==> config.mk <==
export PLATFORM = sky130hd
export DESIGN_NAME = adh_seq_flat
export DESIGN_NICKNAME = d
export VERILOG_FILES = /design/src/rtl/adh_seq_if.sv /design/src/rtl/adh_seq.sv /design/src/flat_wrapper.sv
export SDC_FILE = /design/constraint.sdc
export NUM_CORES = 1
export LEC_CHECK = 0
export ABC_AREA = 1
export BUFFER_PORTS_ARGS = -buffer_cell sky130_fd_sc_hd__buf_2
export CAP_MARGIN = 20
export CORE_MARGIN = 10
export CORE_UTILIZATION = 43
export CTS_CLUSTER_SIZE = 30
export DETAILED_ROUTE_END_ITERATION = 8
export HOLD_SLACK_MARGIN = 0.15
export MAX_ROUTING_LAYER = met4
export PLACE_DENSITY = 0.63
export SLEW_MARGIN = 20
export SYNTH_ARGS = -nofsm -noshare
export SYNTH_HDL_FRONTEND = slang
export SYNTH_SLANG_ARGS = --single-unit
==> constraint.sdc <==
create_clock -name clk -period 1.96 [get_ports clk]
set_input_delay 0.196 -clock clk [delete_from_list [all_inputs] [get_ports clk]]
set_output_delay 0.196 -clock clk [all_outputs]
set_load 0.05 [all_outputs]
==> src/rtl/adh_seq_if.sv <==
// Handshake and address-high select bundle for the adh_seq sequencer.
interface adh_seq_if;
  logic       req;
  logic [2:0] mode;
  logic       rdy;
  logic       page_carry;
  logic       ack;
  logic       busy;
  logic       done;
  logic       err;
  logic [3:0] adh_sel;
  logic [2:0] cyc;

  modport master (
    output req, mode, rdy, page_carry,
    input  ack, busy, done, err, adh_sel, cyc
  );

  modport slave (
    input  req, mode, rdy, page_carry,
    output ack, busy, done, err, adh_sel, cyc
  );
endinterface

==> src/rtl/adh_seq.sv <==
// Address-high sequencer: walks the cycle sequence for each addressing mode
// and drives a registered select for the high address mux.
// Optional feature: ADH_SEQ_PAGE_FIX_EN adds the page-cross FIX cycle for
// indexed modes 3 and 5; without it page_carry is ignored.
module adh_seq (
  input logic       clk,
  input logic       reset_n,
  adh_seq_if.slave  bus
);

  typedef enum logic [2:0] {IDLE, F1, F2, STK, P1, P2, EA, FIX} state_t;

`ifdef ADH_SEQ_PAGE_FIX_EN
  localparam bit PAGE_FIX = 1'b1;
`else
  localparam bit PAGE_FIX = 1'b0;
`endif

  state_t     state, state_nx;
  logic [2:0] mode_q;
  logic [2:0] mode_eff;
  logic [2:0] cyc_q;
  logic [3:0] sel_q;
  logic       ack_q;
  logic       accept;
  logic       last;
  logic       fix_req;

  // Select code for a given state; mode picks the source in EA/P1/P2.
  function automatic logic [3:0] sel_for(input state_t s, input logic [2:0] m);
    logic [3:0] r;
    r = 4'b0000;
    case (s)
      STK:     r = 4'b0001;
      EA:      r = (m == 3'd1) ? 4'b0010 : ((m == 3'd4) ? 4'b1000 : 4'b0100);
      FIX:     r = 4'b1000;
      P1, P2:  r = (m == 3'd4) ? 4'b0100 : 4'b0010;
      default: r = 4'b0000;
    endcase
    return r;
  endfunction

  // Mode is not yet captured in the accepting cycle, so use the live input there.
  always_comb mode_eff = (state == IDLE) ? bus.mode : mode_q;

  // Page-cross fix applies only to the indexed modes.
  always_comb fix_req = PAGE_FIX && ((mode_q == 3'd3) || (mode_q == 3'd5)) && bus.page_carry;

  // Next-state decode; last marks the final sequence cycle regardless of rdy.
  always_comb begin
    state_nx = state;
    accept   = 1'b0;
    last     = 1'b0;
    case (state)
      IDLE: begin
        if (bus.req) begin
          accept   = 1'b1;
          state_nx = (bus.mode == 3'd2) ? STK : F1;
        end
      end
      F1: begin
        case (mode_q)
          3'd0, 3'd3, 3'd4: state_nx = F2;
          3'd1:             state_nx = EA;
          3'd5:             state_nx = P1;
          default: begin
            state_nx = IDLE;
            last     = 1'b1;
          end
        endcase
      end
      F2:  state_nx = (mode_q == 3'd4) ? P1 : EA;
      STK: begin
        state_nx = IDLE;
        last     = 1'b1;
      end
      P1:  state_nx = P2;
      P2:  state_nx = EA;
      EA: begin
        if (fix_req) begin
          state_nx = FIX;
        end else begin
          state_nx = IDLE;
          last     = 1'b1;
        end
      end
      FIX: begin
        state_nx = IDLE;
        last     = 1'b1;
      end
      default: state_nx = IDLE;
    endcase
    if (!bus.rdy) begin
      state_nx = state;
      accept   = 1'b0;
    end
  end

  // State, select, cycle counter, captured mode and ack pulse registers.
  always_ff @(posedge clk or negedge reset_n) begin
    if (!reset_n) begin
      state  <= IDLE;
      mode_q <= '0;
      cyc_q  <= '0;
      sel_q  <= '0;
      ack_q  <= 1'b0;
    end else begin
      ack_q <= accept;
      state <= state_nx;
      if (accept) mode_q <= bus.mode;
      if (bus.rdy) begin
        sel_q <= sel_for(state_nx, mode_eff);
        if ((state == IDLE) || (state_nx == IDLE)) cyc_q <= '0;
        else if (cyc_q != 3'd7)                    cyc_q <= cyc_q + 3'd1;
      end
    end
  end

  assign bus.ack     = ack_q;
  assign bus.busy    = (state != IDLE);
  assign bus.done    = last & bus.rdy;
  assign bus.err     = last & bus.rdy & (mode_q[2:1] == 2'b11);
  assign bus.adh_sel = sel_q;
  assign bus.cyc     = cyc_q;

endmodule

==> src/flat_wrapper.sv <==
// flat-port wrapper written by rule: the top's interface ports become plain ports
module adh_seq_flat 
  (clk, reset_n, bus_req, bus_mode, bus_rdy, bus_page_carry, bus_ack, bus_busy, bus_done, bus_err, bus_adh_sel, bus_cyc);
  adh_seq_if bus_i ();
  input logic clk;
  input logic reset_n;
  input wire logic [$bits(bus_i.req)-1:0] bus_req;
  input wire logic [$bits(bus_i.mode)-1:0] bus_mode;
  input wire logic [$bits(bus_i.rdy)-1:0] bus_rdy;
  input wire logic [$bits(bus_i.page_carry)-1:0] bus_page_carry;
  output wire logic [$bits(bus_i.ack)-1:0] bus_ack;
  output wire logic [$bits(bus_i.busy)-1:0] bus_busy;
  output wire logic [$bits(bus_i.done)-1:0] bus_done;
  output wire logic [$bits(bus_i.err)-1:0] bus_err;
  output wire logic [$bits(bus_i.adh_sel)-1:0] bus_adh_sel;
  output wire logic [$bits(bus_i.cyc)-1:0] bus_cyc;
  assign bus_i.req = bus_req;
  assign bus_i.mode = bus_mode;
  assign bus_i.rdy = bus_rdy;
  assign bus_i.page_carry = bus_page_carry;
  assign bus_ack = bus_i.ack;
  assign bus_busy = bus_i.busy;
  assign bus_done = bus_i.done;
  assign bus_err = bus_i.err;
  assign bus_adh_sel = bus_i.adh_sel;
  assign bus_cyc = bus_i.cyc;
  adh_seq u_core (.clk(clk), .reset_n(reset_n), .bus(bus_i));
endmodule
==> flow_metrics.env, run 1 <==
export IMPL_overall_routed_net_length_um=2010
export IMPL_ys_ff_latch=14
export IMPL_cts_max_level=1
export IMPL_max_stage_delay_ps=430
export IMPL_totalPowerFinal_mw=1.83
export IMPL_clock_tree_from_tritoncts="done"
export IMPL_worst_margin_slew_ps=366
export IMPL_fin_tns_setup_ps=0
export IMPL_final_min_period_over_clock_period=0.882
export IMPL_minimum_clock_period_ps=1730
export IMPL_tritoncts_sink_count=14
export IMPL_crit_path_start="u_core.state[1]$_DFF_PN0_"
export IMPL_irDropWorstVdd_mv=0.811
export IMPL_post_place_cells=168
export IMPL_routed_via_density=4.89
export IMPL_yosys_area_share_xor_xnor=0
export IMPL_max_cap_violations=0
export IMPL_floorplan_rows=16
export IMPL_timing_setup_critical_path_class="flip-flop to output port"
export IMPL_sw_frac_of_total=0.544
export IMPL_initial_antenna_violation_count=0
export IMPL_timing_critical_path_arrival_ps=1530
export IMPL_r2r_end="u_core.bus.cyc[2]$_DFFE_PN0P_"
export IMPL_grt_pass1_wl_um=3460
export IMPL_num_io_pins=19
export IMPL_fmax_mhz=579
export IMPL_clkSlewWorstSetupHoldPaths_ps=90
export IMPL_placed_area_um2=983
export IMPL_maxSlewHeadroom=0.755
export IMPL_die_area_um2=4250
export IMPL_cts_root_buffer="sky130_fd_sc_hd__clkbuf_4"
export IMPL_run_status="complete, no violations"
export IMPL_reg_power_frac=0.289
export IMPL_critPathSlowestCell="sky130_fd_sc_hd__dfrtp_2"
export IMPL_largest_clock_skew_in_the_final_design_ps=4.31
export IMPL_r2r_slack_ps=320
export IMPL_synth_yosys_seq_area_share=0.399
export IMPL_finalWeightedCongestion=0.873
export IMPL_cts_max_path_buffers=2
export IMPL_critPathMaxFanout=6
export IMPL_fill_cell_total_of_the_finished_layout=193
export IMPL_drt_drc_violations_left=0
export IMPL_timing_critical_path_required_ps=1760
export IMPL_drt_first_iter_violations=38
export IMPL_area_fraction_in_and_or_nand_and_nor_cells_after_synthesis=0.395
export IMPL_share_of_the_synthesized_area_in_compound_gates_ao_oa_aoi_oai=0.0827
export IMPL_report_final_setup_viol=0
export IMPL_critical_path_startpoint_type="flip-flop"
export IMPL_synthAdderAreaFrac=0.0285
export IMPL_start_util=0.452
export IMPL_leading_cell_type_in_the_layout_fill_and_taps_excluded="sky130_fd_sc_hd__nand2_1"
export IMPL_crit_chain="inv_2 > a21oi_1 > o21ai_0 > nor4_2 > clkbuf_4"
export IMPL_power_per_cell_area_nw_per_um2=1720
export IMPL_worst_setup_path_end_kind="output port"
export IMPL_synth_cell_types=19
export IMPL_cts_buffers_inserted=3
export IMPL_core_um2=1940
export IMPL_finalMaxSlewViolations=0
export IMPL_die_width_um=65.2
export IMPL_cellInternalPower_uw=835
export IMPL_multiInputGateArea_um2=450
export IMPL_finish_net_count=160
export IMPL_drt_antenna_violating_nets=0
export IMPL_die_h_um=65.2
export IMPL_mappedNetlistNets=136
export IMPL_stdcell_count=176
export IMPL_grt_util_all_layers=0.105
export IMPL_n_antenna_cell=0
export IMPL_register_area_um2=352
export IMPL_share_clk_of_total_power=0.114
export IMPL_mostFrequentLayoutCells="sky130_fd_sc_hd__nand2_1 (44), sky130_fd_sc_hd__buf_2 (16), sky130_fd_sc_hd__inv_1 (14)"
export IMPL_synth_area_um2=877
export IMPL_holdWs_ps=227
export IMPL_synth_yosys_warnings=0
export IMPL_synth_top_cell_area_share=0.399
export IMPL_vias=861
export IMPL_synth_largest_area_cell="sky130_fd_sc_hd__dfrtp_1"
export IMPL_grt_start_max_net_pins=15
export IMPL_synthesis_area_per_instance_um2=6.96
export IMPL_areaGrowthSynthToFinish_pct=21.3
export IMPL_regToRegStartpoint="u_core.state[0]$_DFF_PN0_"
export IMPL_synth_top_family_by_area="simple AND/OR/NAND/NOR gates"
export IMPL_rsz_0062_raised_after_global_routing="no"
export IMPL_synthCells=126
export IMPL_placement_io_buffers=17
export IMPL_reg2reg_depth=10
export IMPL_place_hpwl_um=1500
export IMPL_hold_violations=0
export IMPL_switching_pwr_uw=997
export IMPL_avgRoutedWirePerCell_um=11.4
export IMPL_postLayoutCellArea_um2=1060
export IMPL_drive_gt1_frac=0.242
export IMPL_leakagePower_nw=0.597
export IMPL_cts_repair_timing_setup_buffer_count=0
export IMPL_drt_first_pass_iters=4
export IMPL_synthMuxAreaShare=0
export IMPL_synth_top_cells_by_area="sky130_fd_sc_hd__dfrtp_1 (40%), sky130_fd_sc_hd__nand2_1 (19%), sky130_fd_sc_hd__inv_1 (6.0%)"
export IMPL_worst_hold_path_type="input pin to flip-flop"
export IMPL_clkLatencyLatePin_ps=280
export IMPL_crit_path_end="bus_err"
export IMPL_share_comb_of_total_power=0.596
export IMPL_global_route_overflow_total=0
export IMPL_first_global_vias=793
==> worst max-delay path: cells and delay by family, from the launching register on <==
kind	cells	cell delay [ps]
simple gates	1	150
compound gates	2	320
buf+inv	2	350
flops	1	430
==> registers in the layout, summed over array words and instances (netlist names) <==
name / count
u_core.bus.ack: 1
u_core.bus.cyc: 3
u_core.state: 3
u_core.mode_q: 3
u_core.bus.adh_sel: 4
==> area by class of cell <==
cell class	count	share of cell area
well taps	27	0.0318
inverters	17	0.0600
clock buffers	4	0.0341
repair buffers	21	0.120
flip-flops and latches	14	0.331
multi-input cells	93	0.424
==> metal layers <==
metal / GRT usage / routed length (µm) / share of wire / up-vias
met3: 0.0254 / 80 / 0.040 / 2
met5: - / 0 / 0 / -
li1: - / - / - / 447
met2: 0.161 / 973 / 0.48 / 17
met1: 0.128 / 940 / 0.47 / 395
met4: 0.0481 / 19 / 0.0094 / 0
==> worst min path at each step <==
stage	startpoint	endpoint	slack (ps)	cells after the start
3_5_place_dp	reset_n	u_core.bus.ack$_DFF_PN0_	110	1
5_1_grt	bus_rdy	u_core.bus.adh_sel[1]$_DFFE_PN0P_	230	3
6_report	bus_rdy	u_core.bus.adh_sel[1]$_DFFE_PN0P_	230	3
3_3_place_gp	reset_n	u_core.bus.ack$_DFF_PN0_	100	1
4_1_cts	bus_rdy	u_core.bus.adh_sel[1]$_DFFE_PN0P_	220	3
2_1_floorplan	reset_n	u_core.bus.ack$_DFF_PN0_	-100	0
==> power by group through the flow <==
stage          Sequential [mW]  Clock (mW)  Combinational, mW
2_1_floorplan            0.733           0              0.677
3_3_place_gp             0.529           0               1.07
5_1_grt                  0.552       0.242               1.22
4_1_cts                  0.528       0.217               1.10
6_report                 0.530       0.209               1.09
3_5_place_dp             0.534           0               1.09
==> kinds of logic (layout without fill, tap and decap cells) <==
group / count (synthesis) / count (layout)
flops: 14 / 14
buf+inv: 19 / 42
fa+ha+maj: 2 / 2
simple gates: 78 / 78
compound gates: 13 / 13
==> synthesized netlist by cell type <==
cell type / count
sky130_fd_sc_hd__nand2_1: 44
sky130_fd_sc_hd__dfrtp_1: 14
sky130_fd_sc_hd__inv_1: 14
sky130_fd_sc_hd__nor2_1: 11
sky130_fd_sc_hd__nand3_1: 8
sky130_fd_sc_hd__o21ai_0: 5
sky130_fd_sc_hd__nand2_2: 4
sky130_fd_sc_hd__nand4_1: 4
sky130_fd_sc_hd__a21oi_1: 3
sky130_fd_sc_hd__inv_2: 3
sky130_fd_sc_hd__nor2_2: 3
sky130_fd_sc_hd__o21ai_1: 3
sky130_fd_sc_hd__ha_1: 2
sky130_fd_sc_hd__nand3b_1: 2
sky130_fd_sc_hd__o21ai_2: 2
sky130_fd_sc_hd__buf_4: 1
sky130_fd_sc_hd__buf_6: 1
sky130_fd_sc_hd__nor3_2: 1
sky130_fd_sc_hd__nor4_1: 1
==> stage by stage <==
step | worst slack (ps) | utilization
after floorplan | 145 | -
after global placement | 352 | 0.506
after detailed placement | 312 | 0.506
after CTS | 133 | 0.546
after global routing | 5.42 | 0.548
final | 231 | 0.548
==> timing repair <==
item	in CTS	in global routing
hold buffers	4	0
endpoints found under the setup margin	0	1
resized for setup	0	2
hold endpoints to repair	17	0
No activity file was read; power rests on OpenSTA's default activity.
==> inputs of run 2 (changes only) <==
- RECOVER_POWER: unset -> 100
==> flow_metrics.env, run 2 (same netlist as run 1, synthesis figures left out) <==
export IMPL_run_status="complete, no violations"
export IMPL_worst_setup_path_end_kind="flip-flop"
export IMPL_leading_cell_type_in_the_layout_fill_and_taps_excluded="sky130_fd_sc_hd__nand2_1"
export IMPL_core_um2=1940
export IMPL_finalMaxSlewViolations=0
export IMPL_drt_drc_violations_left=0
export IMPL_grt_pass1_wl_um=3460
export IMPL_clkLatencyLatePin_ps=280
export IMPL_grt_start_max_net_pins=15
export IMPL_timing_critical_path_arrival_ps=1950
export IMPL_timing_critical_path_required_ps=2180
export IMPL_share_comb_of_total_power=0.586
export IMPL_start_util=0.452
export IMPL_rsz_0062_raised_after_global_routing="no"
export IMPL_n_antenna_cell=0
export IMPL_placement_io_buffers=17
export IMPL_initial_antenna_violation_count=0
export IMPL_clock_tree_from_tritoncts="done"
export IMPL_hold_violations=0
export IMPL_cts_root_buffer="sky130_fd_sc_hd__clkbuf_4"
export IMPL_cts_max_path_buffers=2
export IMPL_finalWeightedCongestion=0.873
export IMPL_worst_margin_slew_ps=744
export IMPL_drt_antenna_violating_nets=0
export IMPL_share_clk_of_total_power=0.117
export IMPL_grt_util_all_layers=0.105
export IMPL_totalPowerFinal_mw=1.78
export IMPL_leakagePower_nw=0.563
export IMPL_holdWs_ps=230
export IMPL_placed_area_um2=983
export IMPL_largest_clock_skew_in_the_final_design_ps=1.93
export IMPL_die_h_um=65.2
export IMPL_floorplan_rows=16
export IMPL_cellInternalPower_uw=802
export IMPL_num_io_pins=19
export IMPL_report_final_setup_viol=0
export IMPL_post_place_cells=168
export IMPL_worst_hold_path_type="input pin to flip-flop"
export IMPL_tritoncts_sink_count=14
export IMPL_fmax_mhz=578
export IMPL_critical_path_startpoint_type="flip-flop"
export IMPL_largest_register_ff_count=4
export IMPL_place_hpwl_um=1500
export IMPL_finish_net_count=160
export IMPL_final_min_period_over_clock_period=0.882
export IMPL_die_area_um2=4250
export IMPL_stdcell_count=176
export IMPL_first_global_vias=793
export IMPL_irDropWorstVdd_mv=0.777
export IMPL_timing_setup_critical_path_class="flip-flop to flip-flop"
export IMPL_global_route_overflow_total=0
export IMPL_maxSlewHeadroom=0.504
export IMPL_overall_routed_net_length_um=1980
export IMPL_switching_pwr_uw=977
export IMPL_drive_gt1_frac=0.141
export IMPL_max_cap_violations=0
export IMPL_postLayoutCellArea_um2=1030
export IMPL_cts_buffers_inserted=3
export IMPL_minimum_clock_period_ps=1730
export IMPL_drt_first_iter_violations=30
export IMPL_sw_frac_of_total=0.549
export IMPL_areaGrowthSynthToFinish_pct=18.0
export IMPL_vias=853
export IMPL_final_util=0.533
export IMPL_die_width_um=65.2
export IMPL_routed_via_density=4.85
export IMPL_fill_cell_total_of_the_finished_layout=206
export IMPL_power_per_cell_area_nw_per_um2=1720
export IMPL_placement_setup_worst_slack_ps=312
export IMPL_drt_first_pass_iters=4
export IMPL_critPathMaxFanout=12
export IMPL_clkSlewWorstSetupHoldPaths_ps=90
export IMPL_avgRoutedWirePerCell_um=11.2
export IMPL_final_critical_path_setup_slack_ps=231
export IMPL_reg_power_frac=0.297
export IMPL_cts_max_level=1
export IMPL_fin_tns_setup_ps=0
export IMPL_mostFrequentLayoutCells="sky130_fd_sc_hd__nand2_1 (46), sky130_fd_sc_hd__inv_1 (14), sky130_fd_sc_hd__nor2_1 (14)"
==> run 2: cell type report <==
type,instances,area [µm²],share of cell area
Timing Repair Buffer,21,116,0.112
Clock buffer,4,36.3,0.0351
Sequential cell,14,352,0.340
Inverter,17,63.8,0.0617
Tap cell,27,33.8,0.0326
Multi-Input combinational cell,93,433,0.418
==> run 2: worst max-delay path: stages (launching register included) <==
cell and delay [ps]:
sky130_fd_sc_hd__dfrtp_1 450, sky130_fd_sc_hd__nor2_1 180, sky130_fd_sc_hd__nand2_2 180, sky130_fd_sc_hd__nand2_1 110, sky130_fd_sc_hd__inv_1 40, sky130_fd_sc_hd__nand3_1 60
sky130_fd_sc_hd__nand2_1 90, sky130_fd_sc_hd__nand2_1 150, sky130_fd_sc_hd__nor2_1 60, sky130_fd_sc_hd__nor2_1 170, sky130_fd_sc_hd__nand4_1 110, sky130_fd_sc_hd__nand2_1 80
==> run 2: power groups by stage <==
| stage | clock [mW] | sequential (mW) | combinational (mW) |
|---|---|---|---|
| 6_report | 0.208 | 0.528 | 1.04 |
| 5_1_grt | 0.242 | 0.550 | 1.16 |
| 4_1_cts | 0.217 | 0.528 | 1.10 |
| 3_5_place_dp | 0 | 0.534 | 1.09 |
| 3_3_place_gp | 0 | 0.529 | 1.07 |
| 2_1_floorplan | 0 | 0.733 | 0.677 |
==> run 2: what timing repair did <==
item / 4_1_cts / 5_1_grt
hold endpoints to repair: 17 / 0
setup buffers: 0 / 0
hold buffers: 4 / 0
gates resized for setup: 0 / 2
setup endpoints to repair: 0 / 1
==> run 2: metal layers <==
metal,track usage,vias to the layer above,part of all wire
met2,0.161,16,0.47
met5,-,-,0
met4,0.0481,0,0.0096
met1,0.128,389,0.48
met3,0.0254,2,0.037
li1,-,446,-
==> run 2: final timing paths <==
check	start	cells after the start	to	slack, ps
max	u_core.state[0]$_DFF_PN0_	11	u_core.bus.cyc[2]$_DFFE_PN0P_	230
max in group asynchronous	reset_n	2	u_core.state[1]$_DFF_PN0_	960
max reg2reg	u_core.state[0]$_DFF_PN0_	11	u_core.bus.cyc[2]$_DFFE_PN0P_	230
min	bus_rdy	3	u_core.bus.adh_sel[1]$_DFFE_PN0P_	230
min in group asynchronous	reset_n	2	u_core.bus.ack$_DFF_PN0_	490
min reg2reg	u_core.bus.adh_sel[0]$_DFFE_PN0P_	2	u_core.bus.adh_sel[0]$_DFFE_PN0P_	490
==> inputs of run 3 (changes only) <==
- CORE_MARGIN: 10 -> 5
- CORE_UTILIZATION: 43 -> 28
- PLACE_DENSITY: 0.63 -> 0.45
==> flow_metrics.env, run 3 (same netlist as run 1, synthesis figures left out) <==
export IMPL_cts_root_buffer="sky130_fd_sc_hd__clkbuf_4"
export IMPL_placement_setup_worst_slack_ps=331
export IMPL_placed_area_um2=1000
export IMPL_vias=872
export IMPL_minimum_clock_period_ps=1720
export IMPL_worst_margin_slew_ps=798
export IMPL_leading_cell_type_in_the_layout_fill_and_taps_excluded="sky130_fd_sc_hd__nand2_1"
export IMPL_timing_setup_critical_path_class="flip-flop to output port"
export IMPL_post_place_cells=185
export IMPL_hold_violations=0
export IMPL_clkLatencyLatePin_ps=270
export IMPL_avgRoutedWirePerCell_um=10.3
export IMPL_place_hpwl_um=1570
export IMPL_largest_clock_skew_in_the_final_design_ps=2.72
export IMPL_stdcell_count=192
export IMPL_irDropWorstVdd_mv=0.621
export IMPL_reg2reg_depth=11
export IMPL_finish_net_count=159
export IMPL_die_width_um=66.0
export IMPL_cts_max_level=1
export IMPL_cts_repair_timing_setup_buffer_count=0
export IMPL_cts_buffers_inserted=3
export IMPL_cts_max_path_buffers=2
export IMPL_leakagePower_nw=0.558
export IMPL_critical_path_startpoint_type="flip-flop"
export IMPL_critPathMaxFanout=6
export IMPL_start_util=0.290
export IMPL_core_um2=3030
export IMPL_n_antenna_cell=0
export IMPL_timing_critical_path_arrival_ps=1520
export IMPL_finalMaxSlewViolations=0
export IMPL_die_area_um2=4350
export IMPL_mostFrequentLayoutCells="sky130_fd_sc_hd__nand2_1 (44), sky130_fd_sc_hd__inv_1 (14), sky130_fd_sc_hd__dfrtp_1 (13)"
export IMPL_floorplan_rows=20
export IMPL_maxSlewHeadroom=0.468
export IMPL_final_critical_path_setup_slack_ps=240
export IMPL_num_io_pins=19
export IMPL_timing_critical_path_required_ps=1760
export IMPL_crit_path_end="bus_err"
export IMPL_placement_io_buffers=17
export IMPL_drt_drc_violations_left=0
export IMPL_clkSlewWorstSetupHoldPaths_ps=90
export IMPL_report_final_setup_viol=0
export IMPL_finalWeightedCongestion=0.782
export IMPL_regToRegStartpoint="u_core.state[0]$_DFF_PN0_"
export IMPL_run_status="complete, no violations"
export IMPL_final_util=0.348
export IMPL_overall_routed_net_length_um=1970
export IMPL_first_global_vias=860
export IMPL_final_min_period_over_clock_period=0.878
export IMPL_drt_first_iter_violations=12
export IMPL_initial_antenna_violation_count=0
export IMPL_holdWs_ps=166
export IMPL_routed_via_density=4.54
export IMPL_power_per_cell_area_nw_per_um2=1710
export IMPL_crit_path_start="u_core.state[1]$_DFF_PN0_"
export IMPL_fin_tns_setup_ps=0
export IMPL_grt_pass1_wl_um=3570
export IMPL_clock_tree_from_tritoncts="done"
export IMPL_tritoncts_sink_count=14
export IMPL_fmax_mhz=581
export IMPL_postLayoutCellArea_um2=1050
export IMPL_r2r_end="u_core.bus.adh_sel[1]$_DFFE_PN0P_"
export IMPL_drt_antenna_violating_nets=0
export IMPL_die_h_um=66.0
export IMPL_worst_setup_path_end_kind="output port"
export IMPL_areaGrowthSynthToFinish_pct=20.0
export IMPL_global_route_overflow_total=0
export IMPL_drt_first_pass_iters=6
export IMPL_grt_start_max_net_pins=15
export IMPL_drive_gt1_frac=0.162
export IMPL_totalPowerFinal_mw=1.80
export IMPL_worst_hold_path_type="input pin to flip-flop"
export IMPL_r2r_slack_ps=290
export IMPL_largest_register_ff_count=4
export IMPL_max_cap_violations=0
export IMPL_grt_util_all_layers=0.107
export IMPL_rsz_0062_raised_after_global_routing="no"
## run 3: changes by cell type in the layout (fill, tap and decap cells not counted), sizes merged
cell / previous run / this run
dlygate4sd3: 4 / 3
## run 3: area by class of cell
| cell class | count | area, µm² |
|---|---|---|
| well taps | 44 | 55.1 |
| repair buffers | 20 | 106 |
| clock buffers | 4 | 36.3 |
| multi-input cells | 93 | 439 |
| inverters | 17 | 63.8 |
| flip-flops and latches | 14 | 352 |
| fillers | 350 | 1980 |
## run 3: worst max-delay path, cell delays in order (launching register included)
cell	delay (ps)
sky130_fd_sc_hd__dfrtp_2	430
sky130_fd_sc_hd__inv_2	80
sky130_fd_sc_hd__a21oi_1	160
sky130_fd_sc_hd__o21ai_0	160
sky130_fd_sc_hd__nor4_2	150
sky130_fd_sc_hd__clkbuf_4	270
## run 3: worst min-delay path by stage
stage | startpoint | endpoint | slack (ps) | cells past startpoint
global placement | reset_n | u_core.bus.ack$_DFF_PN0_ | 110 | 1
finish | bus_mode[1] | u_core.mode_q[1]$_DFFE_PN0P_ | 170 | 3
global route | bus_mode[1] | u_core.mode_q[1]$_DFFE_PN0P_ | 180 | 3
floorplan | reset_n | u_core.bus.ack$_DFF_PN0_ | -100 | 0
CTS | bus_mode[1] | u_core.mode_q[1]$_DFFE_PN0P_ | 160 | 3
detailed placement | reset_n | u_core.bus.cyc[1]$_DFFE_PN0P_ | 120 | 1
## run 3: power by group
group	switching [mW]	total, mW	internal, mW
clock	0.0950	0.208	0.113
sequential	0.116	0.528	0.413
combinational	0.777	1.06	0.283
## run 3: what timing repair did
item / in CTS / in global routing
endpoints found under the hold margin: 16 / 0
gates resized for setup: 0 / 2
hold buffers: 3 / 0
endpoints found under the setup margin: 0 / 1
## run 3: layer usage
metal,track usage,vias up,wire (µm)
met5,-,-,0
met4,0.0431,0,18
met3,0.0170,2,30
met2,0.184,7,1030
met1,0.125,424,893
li1,-,439,-
